File: src/rtl/reorder_buffer_pkg.sv
// Reorder buffer shared definitions.
// Entry type codes and the default id width.
package reorder_buffer_pkg;

    localparam int ROB_WIDTH_DEF = 4;

    localparam logic [1:0] ROB_TYPE_NONE   = 2'b00;
    localparam logic [1:0] ROB_TYPE_REG    = 2'b01;
    localparam logic [1:0] ROB_TYPE_STORE  = 2'b10;
    localparam logic [1:0] ROB_TYPE_BRANCH = 2'b11;

endpackage

File: src/rtl/reorder_buffer.sv
// Circular in-order reorder buffer with CDB capture, operand look-up,
// in-order retirement and mispredict flush.
module reorder_buffer
    import reorder_buffer_pkg::*;
#(
    parameter int ROB_WIDTH = ROB_WIDTH_DEF
) (
    input  logic                 clockIn,
    input  logic                 resetIn,
    input  logic                 readyIn,
    input  logic                 issueValid,
    input  logic [1:0]           issueType,
    input  logic [4:0]           issueRd,
    input  logic                 issueReadyNow,
    input  logic [31:0]          issueValue,
    input  logic                 issuePredTaken,
    input  logic [31:0]          issueAltPc,
    output logic                 issueAccept,
    output logic [ROB_WIDTH-1:0] allocId,
    output logic                 robFull,
    input  logic [ROB_WIDTH-1:0] query1Id,
    input  logic [ROB_WIDTH-1:0] query2Id,
    output logic                 query1Ready,
    output logic                 query2Ready,
    output logic [31:0]          query1Value,
    output logic [31:0]          query2Value,
    input  logic                 cdbValid,
    input  logic [ROB_WIDTH-1:0] cdbId,
    input  logic [31:0]          cdbValue,
    input  logic                 cdbTaken,
    output logic                 writeFlag,
    output logic [ROB_WIDTH-1:0] robId,
    output logic [4:0]           writeAddr,
    output logic [31:0]          writeValue,
    output logic                 storeCommit,
    output logic                 clearOut,
    output logic [31:0]          clearPc
);

    localparam int DEPTH = 1 << ROB_WIDTH;
    localparam logic [ROB_WIDTH:0] FULL_COUNT = (ROB_WIDTH + 1)'(DEPTH);

    localparam logic [0:0] ST_RUN   = 1'b0;
    localparam logic [0:0] ST_FLUSH = 1'b1;

    logic [0:0]           state;
    logic [ROB_WIDTH-1:0] head;
    logic [ROB_WIDTH-1:0] tail;
    logic [ROB_WIDTH:0]   count;

    logic [1:0]  ent_type  [DEPTH];
    logic [4:0]  ent_rd    [DEPTH];
    logic [31:0] ent_value [DEPTH];
    logic        ent_ready [DEPTH];
    logic        ent_valid [DEPTH];
    logic        ent_pred  [DEPTH];
    logic        ent_taken [DEPTH];
    logic [31:0] ent_alt   [DEPTH];

    logic retire;
    logic mispredict;
    logic [1:0] head_type;

    assign clearOut    = (state == ST_FLUSH);
    assign robFull     = (count == FULL_COUNT);
    assign allocId     = tail;
    assign issueAccept = issueValid & readyIn & ~robFull & ~clearOut;

    assign head_type = ent_type[head];
    assign retire    = readyIn & ~clearOut & (count != '0) & ent_ready[head];

    assign writeFlag   = retire & (head_type == ROB_TYPE_REG);
    assign storeCommit = retire & (head_type == ROB_TYPE_STORE);
    assign mispredict  = retire & (head_type == ROB_TYPE_BRANCH)
                       & (ent_taken[head] != ent_pred[head]);

    assign robId      = head;
    assign writeAddr  = writeFlag ? ent_rd[head] : 5'd0;
    assign writeValue = writeFlag ? ent_value[head] : 32'd0;

    // Operand look-up with same-cycle CDB bypass
    always_comb begin
        query1Ready = ent_ready[query1Id];
        query1Value = ent_ready[query1Id] ? ent_value[query1Id] : 32'd0;
        query2Ready = ent_ready[query2Id];
        query2Value = ent_ready[query2Id] ? ent_value[query2Id] : 32'd0;
        if (cdbValid && (cdbId == query1Id)) begin
            query1Ready = 1'b1;
            query1Value = cdbValue;
        end
        if (cdbValid && (cdbId == query2Id)) begin
            query2Ready = 1'b1;
            query2Value = cdbValue;
        end
    end

    // Pointers, entry arrays, flush state machine
    always_ff @(posedge clockIn or negedge resetIn) begin
        if (!resetIn) begin
            state   <= ST_RUN;
            head    <= '0;
            tail    <= '0;
            count   <= '0;
            clearPc <= 32'd0;
            for (int i = 0; i < DEPTH; i++) begin
                ent_type[i]  <= ROB_TYPE_NONE;
                ent_rd[i]    <= 5'd0;
                ent_value[i] <= 32'd0;
                ent_ready[i] <= 1'b0;
                ent_valid[i] <= 1'b0;
                ent_pred[i]  <= 1'b0;
                ent_taken[i] <= 1'b0;
                ent_alt[i]   <= 32'd0;
            end
        end else if (readyIn) begin
            if (state == ST_FLUSH) begin
                state <= ST_RUN;
            end else if (mispredict) begin
                state   <= ST_FLUSH;
                clearPc <= ent_alt[head];
                head    <= '0;
                tail    <= '0;
                count   <= '0;
                for (int i = 0; i < DEPTH; i++) begin
                    ent_valid[i] <= 1'b0;
                    ent_ready[i] <= 1'b0;
                end
            end else begin
                if (cdbValid && ent_valid[cdbId]) begin
                    ent_ready[cdbId] <= 1'b1;
                    ent_value[cdbId] <= cdbValue;
                    ent_taken[cdbId] <= cdbTaken;
                end
                if (retire) begin
                    ent_valid[head] <= 1'b0;
                    ent_ready[head] <= 1'b0;
                    head            <= head + 1'b1;
                end
                if (issueAccept) begin
                    ent_type[tail]  <= issueType;
                    ent_rd[tail]    <= issueRd;
                    ent_value[tail] <= issueValue;
                    ent_valid[tail] <= 1'b1;
                    ent_ready[tail] <= issueReadyNow
                                     | (issueType == ROB_TYPE_NONE);
                    ent_pred[tail]  <= issuePredTaken;
                    ent_taken[tail] <= 1'b0;
                    ent_alt[tail]   <= issueAltPc;
                    tail            <= tail + 1'b1;
                end
                count <= count
                       + {{ROB_WIDTH{1'b0}}, issueAccept}
                       - {{ROB_WIDTH{1'b0}}, retire};
            end
        end
    end

endmodule

File: config.mk
export PLATFORM = sky130hd
export DESIGN_NAME = reorder_buffer
export DESIGN_NICKNAME = d
export VERILOG_FILES = /design/src/rtl/reorder_buffer_pkg.sv /design/src/rtl/reorder_buffer.sv
export SDC_FILE = /design/constraint.sdc
export NUM_CORES = 2
export LEC_CHECK = 0
export CAP_MARGIN = 20
export CORE_ASPECT_RATIO = 0.9
export CORE_MARGIN = 2
export CORE_UTILIZATION = 45
export DETAILED_ROUTE_END_ITERATION = 8
export GPL_ROUTABILITY_DRIVEN = 1
export PLACE_DENSITY = 0.65
export SYNTH_ARGS = -nofsm -noshare
export SYNTH_HDL_FRONTEND = slang
export SYNTH_SLANG_ARGS = --single-unit
File: constraint.sdc
create_clock -name clockIn -period 3.7 [get_ports clockIn]
set_input_delay 0.37 -clock clockIn [delete_from_list [all_inputs] [get_ports clockIn]]
set_output_delay 0.37 -clock clockIn [all_outputs]
set_load 0.05 [all_outputs]
**After elaboration in Yosys (flattened, before gate mapping)**

Index checks and enable logic that the tools add are counted.

- Input bits: 123
- Bits in registers: 1,246

- Add/subtract/negate cells: 4
- Bitwise logic cells: 26
- Equality and inequality tests: 7
- Multiplexer cells: 99
- Reductions and logical operators: 16
- Order comparisons: 8

Operators with widths:

| kind | count |
|---|---|
| $mux W512 | 5 |
| $bwmux W512 | 3 |
| $bmux W32 S4 | 4 |
| $mux W32 | 15 |
| $mux W16 | 21 |
| $demux W32 S4 | 2 |
| $bwmux W80 | 1 |
| $and A16 B16 Y16 | 3 |
| $bwmux W16 | 3 |
| $bwmux W32 | 1 |
| $not A16 Y16 | 2 |
| $or A16 B16 Y16 | 2 |
| $ge A5 B5 Y1 const B | 5 |
| $mux W5 | 5 |
| $not A4 Y5 | 5 |
| $bmux W1 S4 | 6 |
| $bmux W5 S4 | 1 |
| $demux W5 S4 | 1 |
| $mux W1 | 19 |
| $mux W4 | 4 |
| $lt A5 B1 Y1 const B | 3 |
| $demux W1 S4 | 3 |
| $reduce_and A3 Y1 | 4 |
| $and A1 B1 Y1 | 10 |
| 19 further kinds | 32 |

**Logic depth before layout (Yosys ltp)**

- Word-level depth: 18
- Mapped depth: 19
- Gate-level depth less buffers: 18

**Least setup slack after synthesis**

No wires, ideal clock.

- Kind: reg2out
- From: register head[0], in the netlist robId[0]
- To: output port writeValue[10]
- Stages on the path, launching flop included: 12
- Path slack: -0.001 ns
- Data arrival time: 3.331 ns
- Cell sequence: dfrtp_1 > buf_6 > buf_6 > buf_6 > nor2_1 > a21boi_1 > nand4_2 > and2_1 > or3_1 > clkbuf_1 > clkbuf_1 > nor2b_1

- Cells in the longest elaborated chain, start to end: 7

RTL lines:

| what | RTL line | text |
|---|---|---|
| start, declared | reorder_buffer.sv:47 | `logic [ROB_WIDTH-1:0] head;` |
| start signal, assigned | reorder_buffer.sv:137 | `head <= head + 1'b1;` |
| $not A4 Y5 (implied by the code) * | reorder_buffer.sv:69, reorder_buffer.sv:70, reorder_buffer.sv:79 |  |
| $bmux W2 S4 or $bmux W1 S4 (tied branches) | reorder_buffer.sv:69, reorder_buffer.sv:70 |  |
| $mux W2 (implied by the code) or $mux W1 (tied branches) (2 in a row) | reorder_buffer.sv:69, reorder_buffer.sv:70 |  |
| $eq A2 B1 Y1 or $and A1 B1 Y1 (tied branches) | reorder_buffer.sv:72, reorder_buffer.sv:70 |  |
| $and A1 B1 Y1 | reorder_buffer.sv:72 | `assign writeFlag = retire & (head_type == ROB_TYPE_REG);` |
| $mux W32 * | reorder_buffer.sv:79 | `assign writeValue = writeFlag ? ent_value[head] : 32'd0;` |
| end, declared | reorder_buffer.sv:34 | `output logic [31:0] writeValue,` |

Mark *: on every way between the ends. The rest lies on a longest branch, timed or not. The select of a mux whose other input is x is not followed.

**Final worst setup path**

- From: register head[0], in the netlist robId[0]
- To: output port writeValue[31]

Same word-level chain as after synthesis.

==> reports/results.ini <==
[yosys]
synthArstFlopShare=1.000
syn_area_per_cell_um2=12.62
synth_seq_area_share=0.4251
synthFlopType=dfrtp_1
synth_area_mm2=0.07334
synth-edff-count=0
synth_seq_cells=1246
yosys_warnings=0
synthDistinctLibCells=78
synth_nets=5949
synth_cells=5811

[worst_setup_path]
worstRegToRegCells=9
required_ns=3.33
path_max_fanout=17
worstSetupStartpointType=flop
path_buf_inv=4
cpPeakStageDelay_ns=0.52
crit_arrival_ns=3.29
cp.depth=9
worst_setup_path_end_kind=output port
critPathKind=reg -> out
crit_slowest_cell=mux4_2
crit_top_cell=buf_12
crit_family=simple AND/OR/NAND/NOR gates
worstPathCellList=buf_12, mux4_2, a22oi_2, nand2_2, or3_4, buf_12, nor2b_1, buf_4, buf_12

[routing]
wirelength_um=269200
via_per_inst=7.078
drc_errors=0
vias=57190
post_drt_wl_per_cell_um=33.32
drt_iter0_drc=7853
ant_nets=0
dr.pass1.iters=6

[worst_hold_path]
hp-class=in -> async

[global_routing]
track_usage=0.3213
first_global_vias=57700
grt_max_degree=128
overflow=0
grt_pass1_wl_um=397500
antenna_found_initial=35

[floorplan]
row_count=140
coreArea_mm2=0.1619
pin_count=271
dieArea_mm2=0.1662
die_width_um=429.6
start_util=0.4531
chipHeight_um=387

[clock_tree]
clk_pin_slew_ns=0.06
cts_sinks=1246
cts_max_path_buffers=3
root_buffer=clkbuf_16
worstSkewPairLatency_ns=0.82
cts_buffers=139
htree_levels=4
cts_tree=yes

[status]
status=complete, no violations

[pwr]
power_leakage_nw=35.00
switching_power_w=0.02651
power_frac_seq=0.336
powerDensity_mw_per_mm2=817.8
ir_worst_vdd_mv=0.8520
p_comb_frac=0.458
finalPower_w=0.07011
p_int_w=0.04361
swShare=0.3781
clkPwrFrac=0.206

[sta]
min_period_over_period=0.9885
worst_pin_slew_ns=1.237
layout_setup_ws_ns=0.04257
drv_slew=0
finClkSkew_ns=0.09633
finalHoldViolations=0
rsz0062_at_grt=true
tns_ns=0
max_slew_margin=0.1751
fin_crit_ns=3.657
fmax_mhz=273.4
setup_viol=0

[placed_design]
globalplace.congestion=0.9513
place_inst=7778
dp_hpwl_um=157000
place_ws_ns=0.1712
portBuffers=270

[layout]
fin_util=0.5297
nets=5958
final_cells=8080
drive_above_1_share=0.3718
syn_to_final_growth_pct=16.89

[flow_run]
drv_cap=0

-- repair_timing --
action                                  4_1_cts  5_1_grt
setup buffers                                19        1
gates cloned                                 11        0
hold buffers                                  1        0
endpoints found under the setup margin       39       40
hold endpoints to repair                     89        0
gates resized for setup                      65       22
pin swaps                                     4        1
-- synthesized netlist by cell type, types with 112 or more instances --
cell / instances / share of area
clkbuf_1: 404 / 0.021
nand2_1: 155 / 0.0079
dfrtp_1: 1246 / 0.43
buf_2: 183 / 0.012
nand3_1: 383 / 0.026
inv_1: 203 / 0.010
mux2_2: 628 / 0.096
a21oi_1: 112 / 0.0076
o21ai_0: 394 / 0.027
mux4_2: 694 / 0.21
nor2_1: 115 / 0.0059
a2bb2oi_1: 223 / 0.027
-- sequential cells by signal (all words and copies together) (netlist names) --
| signal | flops |
|---|---|
| count | 5 |
| clearPc | 32 |
| allocId | 4 |
| clearOut | 1 |
| ent_type | 32 |
| ent_rd | 80 |
| robId | 4 |
| ent_pred | 16 |
| ent_valid | 16 |
| ent_value | 512 |
| ent_taken | 16 |
| ent_alt | 512 |
| ent_ready | 16 |
-- per-layer routing --
metal | GRT usage | share of wire
met1 | 0.4214 | 0.37
met2 | 0.4711 | 0.44
met3 | 0.09978 | 0.12
met5 | 0 | 0.00029
met4 | 0.1873 | 0.067
-- area by class of cell --
class	instances	area [µm²]
Inverter	206	780.7
Tap cell	2130	2665
Antenna cell	24	60.06
Multi-Input combinational cell	3643	38990
Clock buffer	196	4005
Fill cell	13390	76120
Sequential cell	1246	31190
Clock inverter	51	709.4
Timing Repair Buffer	584	7333
-- cell usage in the layout, fill, tap and decap left out, drive strengths merged, types with 55 or more instances in the layout --
cell type / count
mux2: 674
inv: 212
a2bb2oi: 292
or3: 55
o21ai: 394
a22oi: 77
clkdlybuf4s50: 155
nand2: 157
dfrtp: 1246
nor2: 115
clkbuf: 198
a21oi: 112
nand2b: 71
nand4: 107
mux4: 694
a31oi: 83
nand3: 383
buf: 422
a32oi: 100
-- cells by family (layout without fill, tap and decap cells) --
logic type                 count (synthesis)  count (layout)  share of synthesized area
AOI/OAI and AO/OA                       1248            1248                     0.1300
xor gates and xnor gates                  17              17                   0.002286
adders and majority gates                 15              15                   0.002661
buffers and inverters                    922            1037                    0.05307
DFF                                     1246            1246                     0.4251
muxes                                   1378            1378                     0.3180
other                                      0              24                          0
and+or+nand+nor                          985             985                    0.06890
-- power by group through the flow --
stage / Combinational, W / Sequential (W) / Clock, W
2_1_floorplan: 0.0215 / 0.0224 / 0
3_3_place_gp: 0.0298 / 0.0232 / 0
3_5_place_dp: 0.0304 / 0.0236 / 0
4_1_cts: 0.0317 / 0.0234 / 0.0146
5_1_grt: 0.0334 / 0.0242 / 0.0151
6_report: 0.0321 / 0.0236 / 0.0144
-- path summary, 6_finish.rpt --
path,slack [ns],start,to
min,0.27,resetIn,ent_alt[477]$_DFFE_PN0P_
max in group asynchronous,2.31,resetIn,ent_value[429]$_DFFE_PN0P_
max reg2reg,0.12,robId[0]$_DFFE_PN0P_,ent_value[478]$_DFFE_PN0P_
min reg2reg,0.48,ent_rd[29]$_DFFE_PN0P_,ent_rd[29]$_DFFE_PN0P_
min in group clockIn,0.42,readyIn,clearOut$_DFFE_PN0P_
max,0.04,robId[0]$_DFFE_PN0P_,writeValue[31]
-- metrics by stage --
step / instance area (µm²) / hold WS [ns]
floorplan: 73340 / 0.07441
global placement: 80090 / 0.4616
detailed placement: 80090 / 0.4686
CTS: 85620 / 0.2961
global route: 85720 / 0.3370
finish: 85730 / 0.2745
No activity file was read; power rests on OpenSTA's default activity.
